## config.mk

```make
export PLATFORM = sky130hd
export DESIGN_NAME = pwm_fade_gen
export DESIGN_NICKNAME = d
export VERILOG_FILES = /design/src/rtl/pwm_pkg.sv /design/src/rtl/pwm_fade_gen_tick_div.sv /design/src/rtl/pwm_fade_gen.sv
export SDC_FILE = /design/constraint.sdc
export NUM_CORES = 1
export LEC_CHECK = 0
export CAP_MARGIN = 20
export CORE_MARGIN = 2
export CORE_UTILIZATION = 52
export DETAILED_ROUTE_END_ITERATION = 7
export PLACE_DENSITY = 0.77
export SLEW_MARGIN = 25
export SYNTH_ARGS = -nofsm -noshare
export SYNTH_HDL_FRONTEND = slang
export SYNTH_SLANG_ARGS = --single-unit
```

## constraint.sdc

```tcl
create_clock -name clk -period 4.3 [get_ports clk]
set_clock_uncertainty 0.15 [all_clocks]
set_input_delay 0.86 -clock clk [delete_from_list [all_inputs] [get_ports clk]]
set_output_delay 0.86 -clock clk [all_outputs]
set_load 0.02 [all_outputs]
```

## src/rtl/pwm_pkg.sv

```systemverilog
// Shared definitions for the pwm block and its duty-cycle fade generator.
package pwm_pkg;

    localparam int unsigned PWM_CTR_LEN = 8;

    typedef enum logic [2:0] {
        IDLE    = 3'd0,
        UP      = 3'd1,
        HOLD_HI = 3'd2,
        DOWN    = 3'd3,
        HOLD_LO = 3'd4
    } fade_state_e;

endpackage

```

## src/rtl/pwm_fade_gen_tick_div.sv

```systemverilog
// Step-rate prescaler: count 0..div_i, single-cycle tick on the terminal count.
module tick_div #(
    parameter int unsigned DIV_LEN = 16
) (
    input  logic               clk,
    input  logic               rst,
    input  logic               clr_i,
    input  logic [DIV_LEN-1:0] div_i,
    output logic               tick_o
);

    logic [DIV_LEN-1:0] cnt_q, cnt_d;

    assign tick_o = (cnt_q == div_i);

    always_comb begin
        cnt_d = cnt_q + DIV_LEN'(1);
        if (clr_i || tick_o) begin
            cnt_d = '0;
        end
    end

    always_ff @(posedge clk or negedge rst) begin
        if (!rst) begin
            cnt_q <= '0;
        end else begin
            cnt_q <= cnt_d;
        end
    end

endmodule

```

## src/rtl/pwm_fade_gen.sv

```systemverilog
// Breathing triangle generator feeding the pwm compare input:
// ramp up to max, dwell, ramp down to min, dwell, repeat while enabled.
module pwm_fade_gen
    import pwm_pkg::*;
#(
    parameter int unsigned CTR_LEN  = PWM_CTR_LEN,
    parameter int unsigned DIV_LEN  = 16,
    parameter int unsigned HOLD_LEN = 8
) (
    input  logic                clk,
    input  logic                rst,
    input  logic                enable,
    input  logic [CTR_LEN-1:0]  level_min,
    input  logic [CTR_LEN-1:0]  level_max,
    input  logic [CTR_LEN-1:0]  step,
    input  logic [DIV_LEN-1:0]  div,
    input  logic [HOLD_LEN-1:0] hold,
    output logic [CTR_LEN-1:0]  compare,
    output logic                busy,
    output logic                cycle_done
);

    fade_state_e         state_q, state_d;
    logic [CTR_LEN-1:0]  compare_q, compare_d;
    logic [HOLD_LEN-1:0] hold_cnt_q, hold_cnt_d;
    logic                busy_q, done_q, done_d;

    logic [CTR_LEN-1:0]  min_l_q, max_l_q, step_l_q;
    logic [HOLD_LEN-1:0] hold_l_q;
    logic [DIV_LEN-1:0]  div_l_q;

    logic                latch, clr, tick;
    logic [CTR_LEN:0]    sum, floor_lvl;

    tick_div #(
        .DIV_LEN(DIV_LEN)
    ) u_tick_div (
        .clk    (clk),
        .rst    (rst),
        .clr_i  (clr),
        .div_i  (div_l_q),
        .tick_o (tick)
    );

    // Widened by one bit so saturation and underflow are decided without wrap.
    assign sum       = {1'b0, compare_q} + {1'b0, step_l_q};
    assign floor_lvl = {1'b0, min_l_q} + {1'b0, step_l_q};

    always_comb begin
        state_d    = state_q;
        compare_d  = compare_q;
        hold_cnt_d = hold_cnt_q;
        done_d     = 1'b0;
        latch      = 1'b0;
        clr        = 1'b0;
        case (state_q)
            IDLE: begin
                if (enable) begin
                    latch     = 1'b1;
                    clr       = 1'b1;
                    compare_d = level_min;
                    state_d   = UP;
                end
            end
            UP: begin
                if (tick) begin
                    if (sum >= {1'b0, max_l_q}) begin
                        compare_d  = max_l_q;
                        hold_cnt_d = '0;
                        state_d    = HOLD_HI;
                    end else begin
                        compare_d = sum[CTR_LEN-1:0];
                    end
                end
            end
            HOLD_HI: begin
                if (tick) begin
                    if (hold_cnt_q == hold_l_q) begin
                        state_d = DOWN;
                    end else begin
                        hold_cnt_d = hold_cnt_q + HOLD_LEN'(1);
                    end
                end
            end
            DOWN: begin
                if (tick) begin
                    if ({1'b0, compare_q} < floor_lvl) begin
                        compare_d  = min_l_q;
                        hold_cnt_d = '0;
                        state_d    = HOLD_LO;
                    end else begin
                        compare_d = compare_q - step_l_q;
                    end
                end
            end
            HOLD_LO: begin
                if (tick) begin
                    if (hold_cnt_q == hold_l_q) begin
                        done_d = 1'b1;
                        if (enable) begin
                            latch     = 1'b1;
                            compare_d = level_min;
                            state_d   = UP;
                        end else begin
                            state_d = IDLE;
                        end
                    end else begin
                        hold_cnt_d = hold_cnt_q + HOLD_LEN'(1);
                    end
                end
            end
            default: state_d = IDLE;
        endcase
    end

    always_ff @(posedge clk or negedge rst) begin
        if (!rst) begin
            state_q    <= IDLE;
            compare_q  <= '0;
            hold_cnt_q <= '0;
            busy_q     <= 1'b0;
            done_q     <= 1'b0;
        end else begin
            state_q    <= state_d;
            compare_q  <= compare_d;
            hold_cnt_q <= hold_cnt_d;
            busy_q     <= (state_d != IDLE);
            done_q     <= done_d;
        end
    end

    always_ff @(posedge clk or negedge rst) begin
        if (!rst) begin
            min_l_q  <= '0;
            max_l_q  <= '0;
            step_l_q <= CTR_LEN'(1);
            hold_l_q <= '0;
            div_l_q  <= '0;
        end else if (latch) begin
            min_l_q  <= level_min;
            max_l_q  <= (level_min >= level_max) ? level_min : level_max;
            step_l_q <= (step == '0) ? CTR_LEN'(1) : step;
            hold_l_q <= hold;
            div_l_q  <= div;
        end
    end

    assign compare    = compare_q;
    assign busy       = busy_q;
    assign cycle_done = done_q;

endmodule

```

---- Yosys cells after proc, flatten, opt, wreduce, memory -nomap -nowiden ----
Cells that the tools add are included.
storage, ports and cells
  memory bits (writable) .................. 0
  input port bits ......................... 51
  logic and storage cells ................. 79
  latch bits .............................. 0
  register bits after elaboration ......... 85
  memories ................................ 0
  bits in read-only memories .............. 0
  output and inout port bits .............. 10
cells by class
  shifts and indexed selects .............. 0
  equal/unequal tests ..................... 14
  $lt $le $gt $ge ......................... 3
  mux-type cells .......................... 37
  reduce and logical (&&, ||, !) cells .... 9
  bitwise operators ....................... 0
  multiply operators ...................... 0
  add/sub/neg operators ................... 5
  divide/modulo/power cells ............... 0
operators with widths
  operator                                                               number
  8-bit two-way mux                                                      15
  8-bit case mux with 4 select lines                                     1
  3-bit two-way mux                                                      9
  8-bit case mux with 3 select lines                                     1
  8-bit by 8-bit adder with 9-bit output                                 2
  16-bit by 1-bit adder with 16-bit output, second input constant        1
  16-bit equality test                                                   1
  16-bit two-way mux                                                     1
  3-bit case mux with 5 select lines                                     1
  9-bit by 8-bit greater-or-equal comparator with 1-bit output           1
  8-bit by 9-bit < comparator with 1-bit output                          1
  8-bit by 1-bit adder with 8-bit output, second input constant          1
  8-bit equality test                                                    1
  8-bit greater-or-equal comparator                                      1
  8-bit zero test                                                        1
  1-bit two-way mux                                                      8
  2-bit by 1-bit != test with 1-bit output, second input constant        4
  2-bit != test, second input constant                                   4
  8-bit subtractor                                                       1
  7-bit AND reduction                                                    1
  3-bit by 2-bit equality test with 1-bit output, second input constant  2
  3-bit nonzero test                                                     2
  5-bit AND reduction                                                    1
  4-bit nonzero test                                                     1
  other kinds (6)                                                        6

---- Depth between registers and ports, before layout ----
  depth after elaboration ................. 6
  gate-level depth with buffers ........... 16
  depth with buffers taken out ............ 15

---- Cells and area by module ----
A second synthesis with hierarchy kept.
second synthesis, totals
  cells, all modules ...................... 585
  area, all modules ....................... 5755.5 µm²
by module, submodules not included
  module        cells an instance  seq. area each (µm²)  times used  area each (µm²)
  pwm_fade_gen  485                1727.9                1           4773.3
  tick_div      100                400.4                 1           982.2

---- Worst setup path before layout ----
OpenSTA, ideal clock, no wires.
  kind .................................... reg-to-reg
  from .................................... register step_l_q[0]
  to ...................................... register compare_q[5] (netlist: compare[5])
  data arrival time ....................... 3758 ps
  buffers on the path ..................... 0
  setup time .............................. 132 ps
  slack ................................... 259 ps
  clock period less this slack ............ 4041 ps
  stages on the path, launching flop included .. 16
  required time ........................... 4018 ps
  path through ............................ dfstp_2 -> ha_1 -> inv_1 -> fa_1 -> nor3_1 -> nor3_2 -> o31ai_2 -> xnor2_1 -> ha_1 -> nand4_1 -> a21oi_1 -> o31a_1 -> a211oi_4 -> mux2_2 -> a221oi_1 -> a2bb2oi_1
on the way
  word-level cells in the longest chain between the ends .. 5
  elaborated cells between the ends (all ways) .. 10
  those cells by class .................... add/sub (3); order compare (2); mux (5)
ends and longest elaborated chain
  what                                                                                                                                  RTL line                                RTL
  start, declared                                                                                                                       pwm_fade_gen.sv:28                      logic [CTR_LEN-1:0] min_l_q, max_l_q, step_l_q;
  start signal, assigned                                                                                                                pwm_fade_gen.sv:142                     step_l_q <= (step == '0) ? CTR_LEN'(1) : step;
  8-bit by 8-bit adder with 9-bit output (on tied branches)                                                                             pwm_fade_gen.sv:47, pwm_fade_gen.sv:46
  8-bit by 9-bit < comparator with 1-bit output / 9-bit by 8-bit greater-or-equal comparator with 1-bit output (equally long branches)  pwm_fade_gen.sv:87, pwm_fade_gen.sv:67
  8-bit two-way mux (on tied branches)                                                                                                  pwm_fade_gen.sv:87, pwm_fade_gen.sv:67
  8-bit two-way mux (on tied branches)                                                                                                  pwm_fade_gen.sv:86, pwm_fade_gen.sv:66
  8-bit case mux with 4 select lines (*)                                                                                                pwm_fade_gen.sv:56                      case (state_q)
  end signal, assigned                                                                                                                  pwm_fade_gen.sv:125                     compare_q <= compare_d;
  end, declared                                                                                                                         pwm_fade_gen.sv:24                      logic [CTR_LEN-1:0] compare_q, compare_d;
Every way passes the cells marked *; elsewhere a longest branch is shown, timed or not. The select of a mux whose other input is x is not followed.
A chain may end at the register's enable or synchronous reset.

---- Worst setup path in the final report ----
Ends and elaborated chain as after synthesis.

==> results by group <==
Synthesis
  – Post-Syn Nets: 660
  – EDFF count, synth: 0
  – Synth Area per Inst: 10.10 um2
  – Post-Synthesis Cells: 558
  – Count of cell types in the netlist: 61
  – Seq/Total Area, Yosys: 0.3775
  – Async set-reset flop share out of synthesis: 1.000
  – Total number of yosys warnings: 0
  – Dominant register cell in the synthesized netlist: sky130_fd_sc_hd__dfrtp_1
  – Area of the mapped netlist: 0.005638 mm2
  – #FFs+latches synth: 85

Cells and area
  – Share of the core filled with cells: 0.6191
  – Summed area of non-filler cells in the final layout: 0.006623 mm2
  – Commonest cells after routing, fill and taps aside: sky130_fd_sc_hd__dfrtp_1, sky130_fd_sc_hd__clkdlybuf4s50_1, sky130_fd_sc_hd__ha_1, sky130_fd_sc_hd__mux2_2, sky130_fd_sc_hd__inv_1
  – Most common library cell in the layout ignoring fill and taps: sky130_fd_sc_hd__dfrtp_1
  – Nets@finish: 723
  – Number of standard cells in the layout, taps in and fillers out: 766
  – Ratio of cells with drive above 1 in the final layout: 0.1390
  – Area growth from synthesis to layout: 17.47%
  – Number of inserted diodes: 0

Worst setup path
  – Worst EP required: 4.40 ns
  – Type of destination of the critical path: register
  – Cell family with most CP delay: compound AO/OA/AOI/OAI gates
  – Crit-path slowest cell: sky130_fd_sc_hd__dfstp_2
  – Longest individual stage delay on the worst path: 0.57 ns
  – Critical path peak fanout: 4
  – Worst EP arrival: 4.17 ns
  – Critical path class: register to register
  – Crit path buffers/inverters: 1
  – Crit path cell chain: ha_1, inv_1, fa_1, nor3_2, nor3_2, o31ai_2, xnor2_1, ha_1, nand4_1, a21oi_1, o31a_1, a211oi_4, mux2_2, a221oi_1, a2bb2oi_1
  – Startpoint class of the critical path: register

Detailed routing
  – DRC Markers: 0
  – Via count: 4406
  – Remaining antenna violation count after routing: 0
  – Number of violations reported at the end of detailed-routing iteration 0: 174
  – Vias per Instance: 5.752
  – Overall routed net length: 12.35 mm
  – Iteration count of the initial detailed-routing pass: 6
  – Routed len/inst: 16.12 um

Worst hold path
  – Hold Path Class: register to register

STA
  – Setup repair after global routing missed its margin: no
  – Max-Slew Margin vs Limit: 0.4934
  – Slack of the critical path: 0.2265 ns
  – Min Clock Period, post-route: 4.073 ns
  – Final Max Tran Viols: 0
  – Part of the cycle the worst path needs: 0.9473
  – Setup TNS: 0 ns
  – Worst hold margin: 0.3575 ns
  – Transition time at the pin with the least slew margin: 0.7599 ns
  – Count of endpoints failing hold in the final timing report: 0
  – F_max: 245.5 MHz
  – Total of endpoints with negative setup slack in the final report: 0

Placed design
  – Instance area after placement: 0.006376 mm2
  – I/O Buffers: 60
  – Post-place setup slack: 0.2054 ns
  – Placed cell count: 748
  – Half-perimeter wire length after placement: 9.312 mm
  – Gp weighted congestion: 0.9892

Pwr
  – Leakage Power: 3.245 nW
  – Switching power total: 0.3575 mW
  – Total power: 1.507 mW
  – Reg power frac: 0.530
  – Sw Ratio: 0.2372
  – Maximum resistive drop on vdd: 0.1638 mV
  – Cell-internal power: 1.149 mW
  – Combinational fraction of design power: 0.064
  – Fraction of power consumed by the clock network: 0.406
  – Power density over cell area: 227.5 mW/mm2

Die
  – Number of placement rows: 38
  – DIE HEIGHT: 108.1 um
  – I/O pin total: 61
  – Area of the die: 0.01169 mm2
  – Initial Utilization: 0.5270
  – Width of the die: 108.1 um
  – Core Area: 0.01070 mm2

Global routing
  – Initial antenna violation count: 0
  – Vias in the first global route: 4389
  – Total congestion overflow after global routing: 0
  – Largest net degree at the start of global routing: 86
  – Global-route wire length before repair: 20.61 mm
  – Total GRT Usage: 0.2241

Run status
  – Outcome: finished, final reports clean

Clock network
  – Clock latency on the worst-skew pair: 0.37 ns
  – Max Buffers Root-to-Sink: 2
  – Count of H-tree levels built during CTS: 3
  – TritonCTS clock tree: done
  – Number of clock sinks: 85
  – Worst-path clk slew: 0.10 ns
  – TritonCTS Buffers: 9
  – Root Driver: sky130_fd_sc_hd__clkbuf_8

Job
  – Reported max-cap violation count: 0
## state kept, by name, indices dropped and copies added, names as in the netlist
signal            cells
hold_l_q              8
div_l_q              16
hold_cnt_q            8
cycle_done            1
step_l_q              8
compare               8
min_l_q               8
u_tick_div.cnt_q     16
busy                  1
max_l_q               8
state_q               3
## cell usage after synthesis (9+ instances only)
library cell / n / share of area
sky130_fd_sc_hd__dfrtp_1: 84 / 0.37
sky130_fd_sc_hd__ha_1: 48 / 0.11
sky130_fd_sc_hd__mux2_2: 43 / 0.086
sky130_fd_sc_hd__inv_1: 38 / 0.025
sky130_fd_sc_hd__nor2_1: 35 / 0.023
sky130_fd_sc_hd__nand2_1: 34 / 0.023
sky130_fd_sc_hd__xor2_1: 33 / 0.051
sky130_fd_sc_hd__o21ai_0: 32 / 0.028
sky130_fd_sc_hd__mux2i_1: 21 / 0.037
sky130_fd_sc_hd__a21oi_1: 17 / 0.015
sky130_fd_sc_hd__xnor2_1: 17 / 0.026
sky130_fd_sc_hd__nand3_1: 11 / 0.0098
sky130_fd_sc_hd__nand2b_1: 9 / 0.010
## what timing repair did
item	4_1_cts	5_1_grt
gates resized for setup	0	6
setup endpoints to repair	0	14
setup buffers	0	2
hold buffers	0	0
## power groups by stage
| stage | sequential [mW] | clock [mW] | combinational [mW] |
|---|---|---|---|
| 3_3_place_gp | 0.814 | 0 | 0.0961 |
| 2_1_floorplan | 0.815 | 0 | 0.0259 |
| 4_1_cts | 0.799 | 0.629 | 0.0991 |
| 3_5_place_dp | 0.814 | 0 | 0.0988 |
| 6_report | 0.799 | 0.612 | 0.0961 |
| 5_1_grt | 0.799 | 0.659 | 0.108 |
## metal layers
| metal | track usage | up-vias | part of all wire |
|---|---|---|---|
| met1 | 0.2760 | 2151 | 0.42 |
| met4 | 0.08974 | 0 | 0.034 |
| met5 | 0 | - | 0 |
| met3 | 0.03858 | 32 | 0.041 |
| li1 | - | 2115 | - |
| met2 | 0.3904 | 108 | 0.50 |
## path summary, 6_finish.rpt
check                      depth (start not counted)              endpoint        start  slack, ns
max                                               15            compare[5]  step_l_q[0]       0.23
min                                                2            max_l_q[1]   max_l_q[1]       0.36
max reg2reg                                       15            compare[5]  step_l_q[0]       0.23
min reg2reg                                        2            max_l_q[1]   max_l_q[1]       0.36
max in group asynchronous                          1  u_tick_div.cnt_q[15]          rst       3.09
min in group asynchronous                          1            max_l_q[3]          rst       0.39
## worst reg2reg max path, stage by stage, from the launching register on
cell and delay, ns:
sky130_fd_sc_hd__dfstp_2 0.57, sky130_fd_sc_hd__ha_1 0.17, sky130_fd_sc_hd__inv_1 0.05, sky130_fd_sc_hd__fa_1 0.41, sky130_fd_sc_hd__nor3_2 0.22, sky130_fd_sc_hd__nor3_2 0.09, sky130_fd_sc_hd__o31ai_2 0.32, sky130_fd_sc_hd__xnor2_1 0.19
sky130_fd_sc_hd__ha_1 0.28, sky130_fd_sc_hd__nand4_1 0.10, sky130_fd_sc_hd__a21oi_1 0.06, sky130_fd_sc_hd__o31a_1 0.35, sky130_fd_sc_hd__a211oi_4 0.24, sky130_fd_sc_hd__mux2_2 0.37, sky130_fd_sc_hd__a221oi_1 0.30, sky130_fd_sc_hd__a2bb2oi_1 0.10
## final cells by class
class / instances / area, um2
clock buffers: 10 / 137.6
multi-input cells: 419 / 3296
repair buffers: 68 / 665.6
flip-flops and latches: 85 / 2128
clock inverters: 6 / 77.57
well taps: 140 / 175.2
inverters: 38 / 142.6
fillers: 911 / 4075
## kinds of logic after synthesis
| logic type | share of synthesized area |
|---|---|
| compound gates | 0.1374 |
| xor+xnor | 0.07767 |
| fa+ha+maj | 0.1172 |
| buf+inv | 0.04083 |
| flops | 0.3775 |
| mux | 0.1232 |
| simple gates | 0.1263 |
Power figures use the tool's default switching activity.
